## src/rtl/pad_pattern_pkg.sv

```systemverilog
// Shared types and constants for the pad pattern engine.
package pad_pattern_pkg;

  typedef enum logic [1:0] {
    MODE_COUNT   = 2'b00,
    MODE_PLAY    = 2'b01,
    MODE_CAPTURE = 2'b10,
    MODE_RSVD    = 2'b11
  } mode_e;

  typedef enum logic [2:0] {
    ST_IDLE,
    ST_COUNT,
    ST_PLAY,
    ST_CAPTURE,
    ST_DONE
  } state_e;

  localparam logic [15:0] MISR_POLY   = 16'h1021;
  localparam logic [15:0] MISR_SEED   = 16'hFFFF;
  localparam int          DATA_LANE_W = 8;

  // One MISR clock: shift with polynomial feedback, then fold in the byte.
  function automatic logic [15:0] misr_step(input logic [15:0] sig, input logic [7:0] din);
    logic [15:0] shifted;
    shifted = {sig[14:0], 1'b0} ^ (sig[15] ? MISR_POLY : 16'h0000);
    return shifted ^ {8'h00, din};
  endfunction

endpackage

```

## src/rtl/gf180mcu_fd_ip_sram__sram512x8m8wm1.sv

```systemverilog
// Behavioural stand-in for the gf180mcu 512x8 SRAM macro: active-low CEN/GWEN/WEN, registered Q.
module gf180mcu_fd_ip_sram__sram512x8m8wm1 (
`ifdef USE_POWER_PINS
  inout  wire        VDD,
  inout  wire        VSS,
`endif
  input  logic       CLK,
  input  logic       CEN,
  input  logic       GWEN,
  input  logic [7:0] WEN,
  input  logic [8:0] A,
  input  logic [7:0] D,
  output logic [7:0] Q
);

  logic [7:0] mem [512];

  // Q only updates on reads; a write leaves the previous read data in place.
  always_ff @(posedge CLK) begin
    if (!CEN) begin
      if (!GWEN) begin
        for (int i = 0; i < 8; i++)
          if (!WEN[i]) mem[A][i] <= D[i];
      end else begin
        Q <= mem[A];
      end
    end
  end

endmodule

```

## src/rtl/pad_pattern_misr.sv

```systemverilog
// 16-bit MISR compacting captured pad bytes; used when PAD_PATTERN_MISR_EN is defined.
module pad_pattern_misr
  import pad_pattern_pkg::*;
(
  input  logic        clk,
  input  logic        rst,
  input  logic        clr,
  input  logic        en,
  input  logic [7:0]  din,
  output logic [15:0] sig
);

  always_ff @(posedge clk) begin
    if (rst || clr)
      sig <= MISR_SEED;
    else if (en)
      sig <= misr_step(sig, din);
  end

endmodule

```

## src/rtl/pad_pattern_engine.sv

```systemverilog
// Pad pattern engine: free counter, SRAM playback and pad capture on the bidir ring.
// Define PAD_PATTERN_MISR_EN to add the capture signature MISR.
//
//   state      | meaning
//   ST_IDLE    | waiting for start, pads hold last value
//   ST_COUNT   | pads driven with free-running counter
//   ST_PLAY    | SRAM read back onto pads, upper lane shows wrap count
//   ST_CAPTURE | low byte sampled into SRAM, upper lane shows address
//   ST_DONE    | capture finished, pads hold last value
module pad_pattern_engine
  import pad_pattern_pkg::*;
#(
  parameter int NUM_BIDIR_PADS = 40,
  parameter int ADDR_W         = 9
) (
`ifdef USE_POWER_PINS
  inout  wire                      vdd,
  inout  wire                      vss,
`endif
  input  logic                      clk,
  input  logic                      rst,
  input  logic                      start,
  input  logic                      stop,
  input  logic [1:0]                mode,
  input  logic [NUM_BIDIR_PADS-1:0] bidir_in,
  output logic [NUM_BIDIR_PADS-1:0] bidir_out,
  output logic [NUM_BIDIR_PADS-1:0] bidir_oe,
  output logic [NUM_BIDIR_PADS-1:0] bidir_ie,
  output logic                      busy,
  output logic                      done,
  output logic [15:0]               signature
);

  localparam int N = NUM_BIDIR_PADS;

  state_e            state, state_nxt;
  logic              accept;
  logic [N-1:0]      count, wrap_cnt, hold_q;
  logic [ADDR_W-1:0] addr;
  logic              valid;
  logic              sram_cen, sram_gwen;
  logic [7:0]        sram_wen, sram_q;
  logic              bidir_in_unused;

  assign accept = start && (state == ST_IDLE || state == ST_DONE);

  always_ff @(posedge clk) begin
    if (rst) state <= ST_IDLE;
    else     state <= state_nxt;
  end

  always_comb begin
    state_nxt = state;
    busy      = 1'b0;
    done      = 1'b0;
    sram_cen  = 1'b1;
    sram_gwen = 1'b1;
    sram_wen  = 8'hFF;
    bidir_oe  = '1;
    bidir_out = hold_q;
    case (state)
      ST_IDLE, ST_DONE: begin
        done = (state == ST_DONE);
        if (start) begin
          case (mode_e'(mode))
            MODE_PLAY:    state_nxt = ST_PLAY;
            MODE_CAPTURE: state_nxt = ST_CAPTURE;
            default:      state_nxt = ST_COUNT;
          endcase
        end
      end
      ST_COUNT: begin
        busy      = 1'b1;
        bidir_out = count;
        if (stop) state_nxt = ST_IDLE;
      end
      ST_PLAY: begin
        busy      = 1'b1;
        sram_cen  = 1'b0;
        bidir_out = (wrap_cnt << DATA_LANE_W) | N'(valid ? sram_q : 8'h00);
        if (stop) state_nxt = ST_IDLE;
      end
      ST_CAPTURE: begin
        busy      = 1'b1;
        sram_cen  = 1'b0;
        sram_gwen = 1'b0;
        sram_wen  = 8'h00;
        bidir_oe  = {N{1'b1}} << DATA_LANE_W;
        bidir_out = N'(addr) << DATA_LANE_W;
        if (stop)           state_nxt = ST_IDLE;
        else if (addr == '1) state_nxt = ST_DONE;
      end
      default: state_nxt = ST_IDLE;
    endcase
  end

  assign bidir_ie = ~bidir_oe;

  // hold_q tracks whatever the pads show so IDLE/DONE can freeze it.
  always_ff @(posedge clk) begin
    if (rst) begin
      count    <= '0;
      wrap_cnt <= '0;
      hold_q   <= '0;
      addr     <= '0;
      valid    <= 1'b0;
    end else begin
      hold_q <= bidir_out;
      if (accept) begin
        count    <= '0;
        wrap_cnt <= '0;
        addr     <= '0;
        valid    <= 1'b0;
      end else begin
        case (state)
          ST_COUNT: count <= count + 1'b1;
          ST_PLAY: begin
            addr  <= addr + 1'b1;
            valid <= 1'b1;
            if (addr == '1) wrap_cnt <= wrap_cnt + 1'b1;
          end
          ST_CAPTURE: addr <= addr + 1'b1;
          default: ;
        endcase
      end
    end
  end

  gf180mcu_fd_ip_sram__sram512x8m8wm1 u_sram (
`ifdef USE_POWER_PINS
    .VDD  (vdd),
    .VSS  (vss),
`endif
    .CLK  (clk),
    .CEN  (sram_cen),
    .GWEN (sram_gwen),
    .WEN  (sram_wen),
    .A    (9'(addr)),
    .D    (bidir_in[7:0]),
    .Q    (sram_q)
  );

`ifdef PAD_PATTERN_MISR_EN
  pad_pattern_misr u_misr (
    .clk (clk),
    .rst (rst),
    .clr (accept && (mode_e'(mode) == MODE_CAPTURE)),
    .en  (state == ST_CAPTURE),
    .din (bidir_in[7:0]),
    .sig (signature)
  );
`else
  assign signature = 16'h0000;
`endif

  assign bidir_in_unused = ^(bidir_in >> DATA_LANE_W);

endmodule
```

## config.mk

```make
export PLATFORM = sky130hd
export DESIGN_NAME = pad_pattern_engine
export DESIGN_NICKNAME = d
export VERILOG_FILES = /design/src/rtl/pad_pattern_pkg.sv /design/src/rtl/gf180mcu_fd_ip_sram__sram512x8m8wm1.sv /design/src/rtl/pad_pattern_misr.sv /design/src/rtl/pad_pattern_engine.sv
export SDC_FILE = /design/constraint.sdc
export NUM_CORES = 2
export LEC_CHECK = 0
export ABC_AREA = 0
export BUFFER_PORTS_ARGS = -buffer_cell sky130_fd_sc_hd__buf_2
export CORE_MARGIN = 4
export CORE_UTILIZATION = 30
export DETAILED_ROUTE_END_ITERATION = 7
export MAX_ROUTING_LAYER = met4
export PLACE_DENSITY = 0.46
export SYNTH_ARGS = -nofsm -noshare
export SYNTH_HDL_FRONTEND = slang
export SYNTH_SLANG_ARGS = --single-unit
export TNS_END_PERCENT = 10
```

## constraint.sdc

```tcl
create_clock -name clk -period 3.8 [get_ports clk]
set_clock_uncertainty 0.1 [all_clocks]
set_input_delay 0.38 -clock clk [delete_from_list [all_inputs] [get_ports clk]]
set_output_delay 0.38 -clock clk [all_outputs]
set_load 0.005 [all_outputs]
```

==> report_table.html <==
<table>
<tr><th>Metric</th><th>Value</th></tr>
<tr><th colspan="2">Run status</th></tr>
<tr><td>Result of the run</td><td>finished, violations left</td></tr>
<tr><td>Violations in the final reports</td><td>setup timing</td></tr>
<tr><th colspan="2">Critical path</th></tr>
<tr><td>Kind of capture point of the worst setup path</td><td>flop</td></tr>
<tr><td>Critical Path Fanout Max</td><td>6</td></tr>
<tr><td>Crit path from</td><td>addr[0]</td></tr>
<tr><td>Crit path top cell by count</td><td>sky130_fd_sc_hd__buf_4</td></tr>
<tr><td>Sequence of cells on the critical path</td><td>buf_12 &gt; buf_12 &gt; buf_4 &gt; mux4_2 &gt; mux2i_2 &gt; o22ai_2 &gt; buf_4 &gt; nor4_4 &gt; buf_4 &gt; a31o_2 &gt; o2111ai_1 &gt; or4_4</td></tr>
<tr><td>Critical path class</td><td>reg -&gt; reg</td></tr>
<tr><td>Beginning of the worst register-to-register path</td><td>addr[0]</td></tr>
<tr><td>Worst endpoint data arrival time</td><td>4.52 ns</td></tr>
<tr><td>Required time at the endpoint of the critical path</td><td>4.45 ns</td></tr>
<tr><td>Cell with the biggest individual delay on the critical path</td><td>sky130_fd_sc_hd__mux4_2</td></tr>
<tr><td>Worst Setup Start Kind</td><td>flop</td></tr>
<tr><td>Slowest Stage Delay on Critical Path</td><td>0.52 ns</td></tr>
<tr><th colspan="2">Floorplanning</th></tr>
<tr><td>Die height</td><td>750.0 um</td></tr>
<tr><td>Area of the core region</td><td>0.5486 mm2</td></tr>
<tr><td>Starting utilization of the core area</td><td>30.11%</td></tr>
<tr><td>Site row count</td><td>272</td></tr>
<tr><td>Die Width</td><td>750.0 um</td></tr>
<tr><td>Number of I/O pins</td><td>184</td></tr>
<tr><td>Floorplan die area</td><td>0.5625 mm2</td></tr>
<tr><th colspan="2">Global routing</th></tr>
<tr><td>Number of global-route vias before repair</td><td>90770</td></tr>
<tr><td>Wire length of the first global-routing pass</td><td>777.7 mm</td></tr>
<tr><td>Initial antenna violation count</td><td>30</td></tr>
<tr><td>Largest net degree at the start of global routing</td><td>117</td></tr>
<tr><td>Leftover overflow at the end of global routing</td><td>0</td></tr>
<tr><td>Overall Global Routing Usage</td><td>20.45%</td></tr>
<tr><th colspan="2">Timing</th></tr>
<tr><td>Final count of hold timing violations</td><td>0</td></tr>
<tr><td>Setup WS post-layout</td><td>-0.06134 ns</td></tr>
<tr><td>Unrepaired setup endpoints after global routing</td><td>yes</td></tr>
<tr><td>F_max</td><td>259.0 MHz</td></tr>
<tr><td>Post-route clock period utilization</td><td>101.6%</td></tr>
<tr><td>Number of max-slew violations in the final report</td><td>0</td></tr>
<tr><td>Worst slew margin</td><td>6.758%</td></tr>
<tr><td>Number of endpoints failing setup at the final stage</td><td>2</td></tr>
<tr><td>Final critical path time including I/O delays and setup</td><td>3.861 ns</td></tr>
<tr><td>Slew @ Worst Pin</td><td>1.399 ns</td></tr>
<tr><th colspan="2">Synthesis</th></tr>
<tr><td>Post-synthesis instance area</td><td>0.1652 mm2</td></tr>
<tr><td>Commonest cells post-synth</td><td>4104 x sky130_fd_sc_hd__edfxtp_1, 955 x sky130_fd_sc_hd__mux4_2, 657 x sky130_fd_sc_hd__nor2_1</td></tr>
<tr><td>Top_reg_cell synth</td><td>sky130_fd_sc_hd__edfxtp_1</td></tr>
<tr><td>Number of cells produced by synthesis</td><td>8239</td></tr>
<tr><td>Top post-synthesis cells by area</td><td>sky130_fd_sc_hd__edfxtp_1 75%, sky130_fd_sc_hd__mux4_2 13%, sky130_fd_sc_hd__mux2i_1 2.2%</td></tr>
<tr><td>Yosys warning total</td><td>0</td></tr>
<tr><td>Fraction of post-synthesis cell area in the top cell type by area</td><td>74.62%</td></tr>
<tr><td>Syn_area_per_cell</td><td>20.05 um2</td></tr>
<tr><td>Library cell with the largest summed area after synthesis</td><td>sky130_fd_sc_hd__edfxtp_1</td></tr>
<tr><td>Sequential element share of the synthesized area</td><td>76.13%</td></tr>
<tr><td>Post-synthesis cell type count</td><td>76</td></tr>
<tr><td>Number of synthesized flops with an enable pin</td><td>4104</td></tr>
<tr><td>Number of storage elements in the synthesis netlist</td><td>4229</td></tr>
<tr><td>Fraction of registers with async set or reset after synthesis</td><td>0%</td></tr>
<tr><td>Cell with the most instances after synthesis</td><td>sky130_fd_sc_hd__edfxtp_1</td></tr>
<tr><th colspan="2">Finish</th></tr>
<tr><td>Share of post-route cells with drive strength above 1</td><td>33.03%</td></tr>
<tr><td>Area overhead of the layout relative to synthesis</td><td>22.91%</td></tr>
<tr><td>Post-route cell area</td><td>0.2030 mm2</td></tr>
<tr><td>Fill cell instance count of the final layout</td><td>50389</td></tr>
<tr><td>Finished Core Util</td><td>37.00%</td></tr>
<tr><td>Total number of nets in the final design</td><td>9854</td></tr>
<tr><th colspan="2">CTS</th></tr>
<tr><td>Clock tree from TritonCTS</td><td>yes</td></tr>
<tr><td>Clock transition at the registers of the reported paths</td><td>0.06 ns</td></tr>
<tr><td>Source-to-sink clock delay at the later pin of the worst-skew pair</td><td>1.05 ns</td></tr>
<tr><td>Clock net sink count</td><td>4229</td></tr>
<tr><td>Root buffer cell</td><td>sky130_fd_sc_hd__clkbuf_16</td></tr>
<tr><td>Total number of H-tree levels</td><td>5</td></tr>
<tr><td>Number of clock buffers inserted by TritonCTS</td><td>448</td></tr>
<tr><td>Bufs on Longest Clock Path</td><td>4</td></tr>
<tr><th colspan="2">Hold path</th></tr>
<tr><td>Hold path startpoint</td><td>rst</td></tr>
<tr><td>Class of the worst hold path</td><td>in -&gt; reg</td></tr>
<tr><th colspan="2">Power</th></tr>
<tr><td>Standby leakage power</td><td>64.91 nW</td></tr>
<tr><td>Highest ir drop seen on vdd</td><td>0.3881 mV</td></tr>
<tr><td>Areal power density over the cells</td><td>481.8 mW/mm2</td></tr>
<tr><th colspan="2">Routing</th></tr>
<tr><td>Number of antenna-violating nets in the routed design</td><td>0</td></tr>
<tr><td>Routed WL per cell</td><td>32.85 um</td></tr>
<tr><td>Vias/cell</td><td>5.192</td></tr>
<tr><td>Detailed Route Iter0 Violations</td><td>10533</td></tr>
<tr><td>Post-route DRC violation count</td><td>0</td></tr>
<tr><td>Via count</td><td>90542</td></tr>
<tr><td>Count of TritonRoute iterations in the first routing pass</td><td>6</td></tr>
<tr><td>Final routed wirelength across all metal layers</td><td>572.8 mm</td></tr>
<tr><th colspan="2">Placement</th></tr>
<tr><td>Number of input and output port buffers inserted</td><td>71</td></tr>
<tr><td>Post-Place Cell Area</td><td>0.1862 mm2</td></tr>
<tr><td>Hpwl dp</td><td>389.2 mm</td></tr>
<tr><td>Global placement routability congestion</td><td>0.9514</td></tr>
<tr><td>Worst slack at placement</td><td>-1.378 ns</td></tr>
<tr><th colspan="2">Flow run</th></tr>
<tr><td>Maximum Capacitance Violations</td><td>0</td></tr>
</table>
worst max-delay path, delay by kind of cell (launching register included):
| kind | cells | cell delay (ns) |
|---|---|---|
| buffers and inverters | 5 | 0.91 |
| multiplexers | 2 | 0.76 |
| AO/OA/AOI/OAI | 3 | 0.35 |
| AND/OR/NAND/NOR | 2 | 0.98 |
| flip-flops | 1 | 0.46 |
report_power, final:
part / internal [mW] / total [mW] / switching (mW)
Clock: 25.4 / 44.2 / 18.8
Sequential: 51.1 / 51.1 / 0.0196
Combinational: 0.841 / 2.49 / 1.64
per-stage QoR:
stage	cells	setup TNS (ns)	total power, mW	hold slack [ns]
after global routing	17431	-0.2485	100.8	0.2694
after CTS	17408	-0.1462	98.61	0.2164
after global placement	16517	-13.73	54.43	0.3817
after detailed placement	16518	-13.24	54.49	0.3909
final	17438	-0.07224	97.80	0.3145
after floorplan	8317	0	52.99	0.3516
sequential cells by signal, summed over array words and instances, names as in the netlist:
name,count
u_sram.mem,4096
count,40
hold_q,40
wrap_cnt,32
state,3
u_sram.Q,8
addr,9
valid,1
final cells by class:
type | count | area, um2 | share of cell area, %
timing repair buffer | 1635 | 15900 | 7.830
clock buffer | 531 | 11560 | 5.697
clock inverter | 287 | 3191 | 1.572
multi-input combinational | 3472 | 37420 | 18.43
antenna | 9 | 22.52 | 0.01109
inverter | 14 | 68.82 | 0.03390
sequential | 4229 | 125800 | 61.95
tap | 7261 | 9085 | 4.475
cells in the final DEF (no fill, tap or decap), drive strengths merged, types with 21 or more instances in the layout:
cell | netlist | layout
nand2 | 300 | 300
o22ai | 58 | 58
dfxtp | 125 | 125
nand4 | 52 | 52
nor2 | 657 | 657
xor2 | 43 | 43
edfxtp | 4104 | 4104
conb | 2 | 80
and3 | 29 | 29
clkbuf | 221 | 534
inv | 13 | 22
mux2i | 356 | 356
mux4 | 955 | 955
clkinv | 1 | 205
a22oi | 182 | 182
a21oi | 85 | 85
nor3 | 33 | 33
a221oi | 24 | 24
nand3 | 101 | 101
a32oi | 28 | 28
xnor2 | 21 | 21
o21ai | 134 | 134
clkinvlp | 0 | 21
buf | 381 | 1605
bufinv | 0 | 53
nor2b | 56 | 56
cells by family (layout without fill, tap and decap cells):
| family | count (synthesis) | after routing | share of synthesized area [%] |
|---|---|---|---|
| fa+ha+maj | 8 | 8 | 0.06061 |
| compound gates | 664 | 664 | 2.745 |
| other cells | 2 | 89 | 0.004547 |
| mux | 1331 | 1331 | 15.32 |
| buf+inv | 616 | 2467 | 1.875 |
| simple gates | 1325 | 1325 | 3.525 |
| xor+xnor | 64 | 64 | 0.3394 |
| flops | 4229 | 4229 | 76.13 |
layer usage:
metal	vias to the layer above	global-route usage, %	routed length [um]
met5	-	-	0
met4	0	6.989	24080
met3	871	3.431	41420
met2	3687	31.92	268700
met1	49141	27.19	238700
li1	36843	-	-
repair_timing:
action                     in CTS  in global routing
hold endpoints to repair      546                  0
pin swaps                      15                 17
setup endpoints to repair      71                 12
setup buffers                  44                 18
hold buffers                   18                  0
cloned                         10                  3
gates resized for setup        99                 73
worst paths after layout:
check,endpoint,slack (ns),cells after the start
setup / recovery,u_sram.Q[7],-0.06,12
hold / removal,hold_q[19],0.31,4
setup reg to reg,u_sram.Q[7],-0.06,12
hold reg to reg,wrap_cnt[15],0.41,2
(Power assumes the default switching activity.)
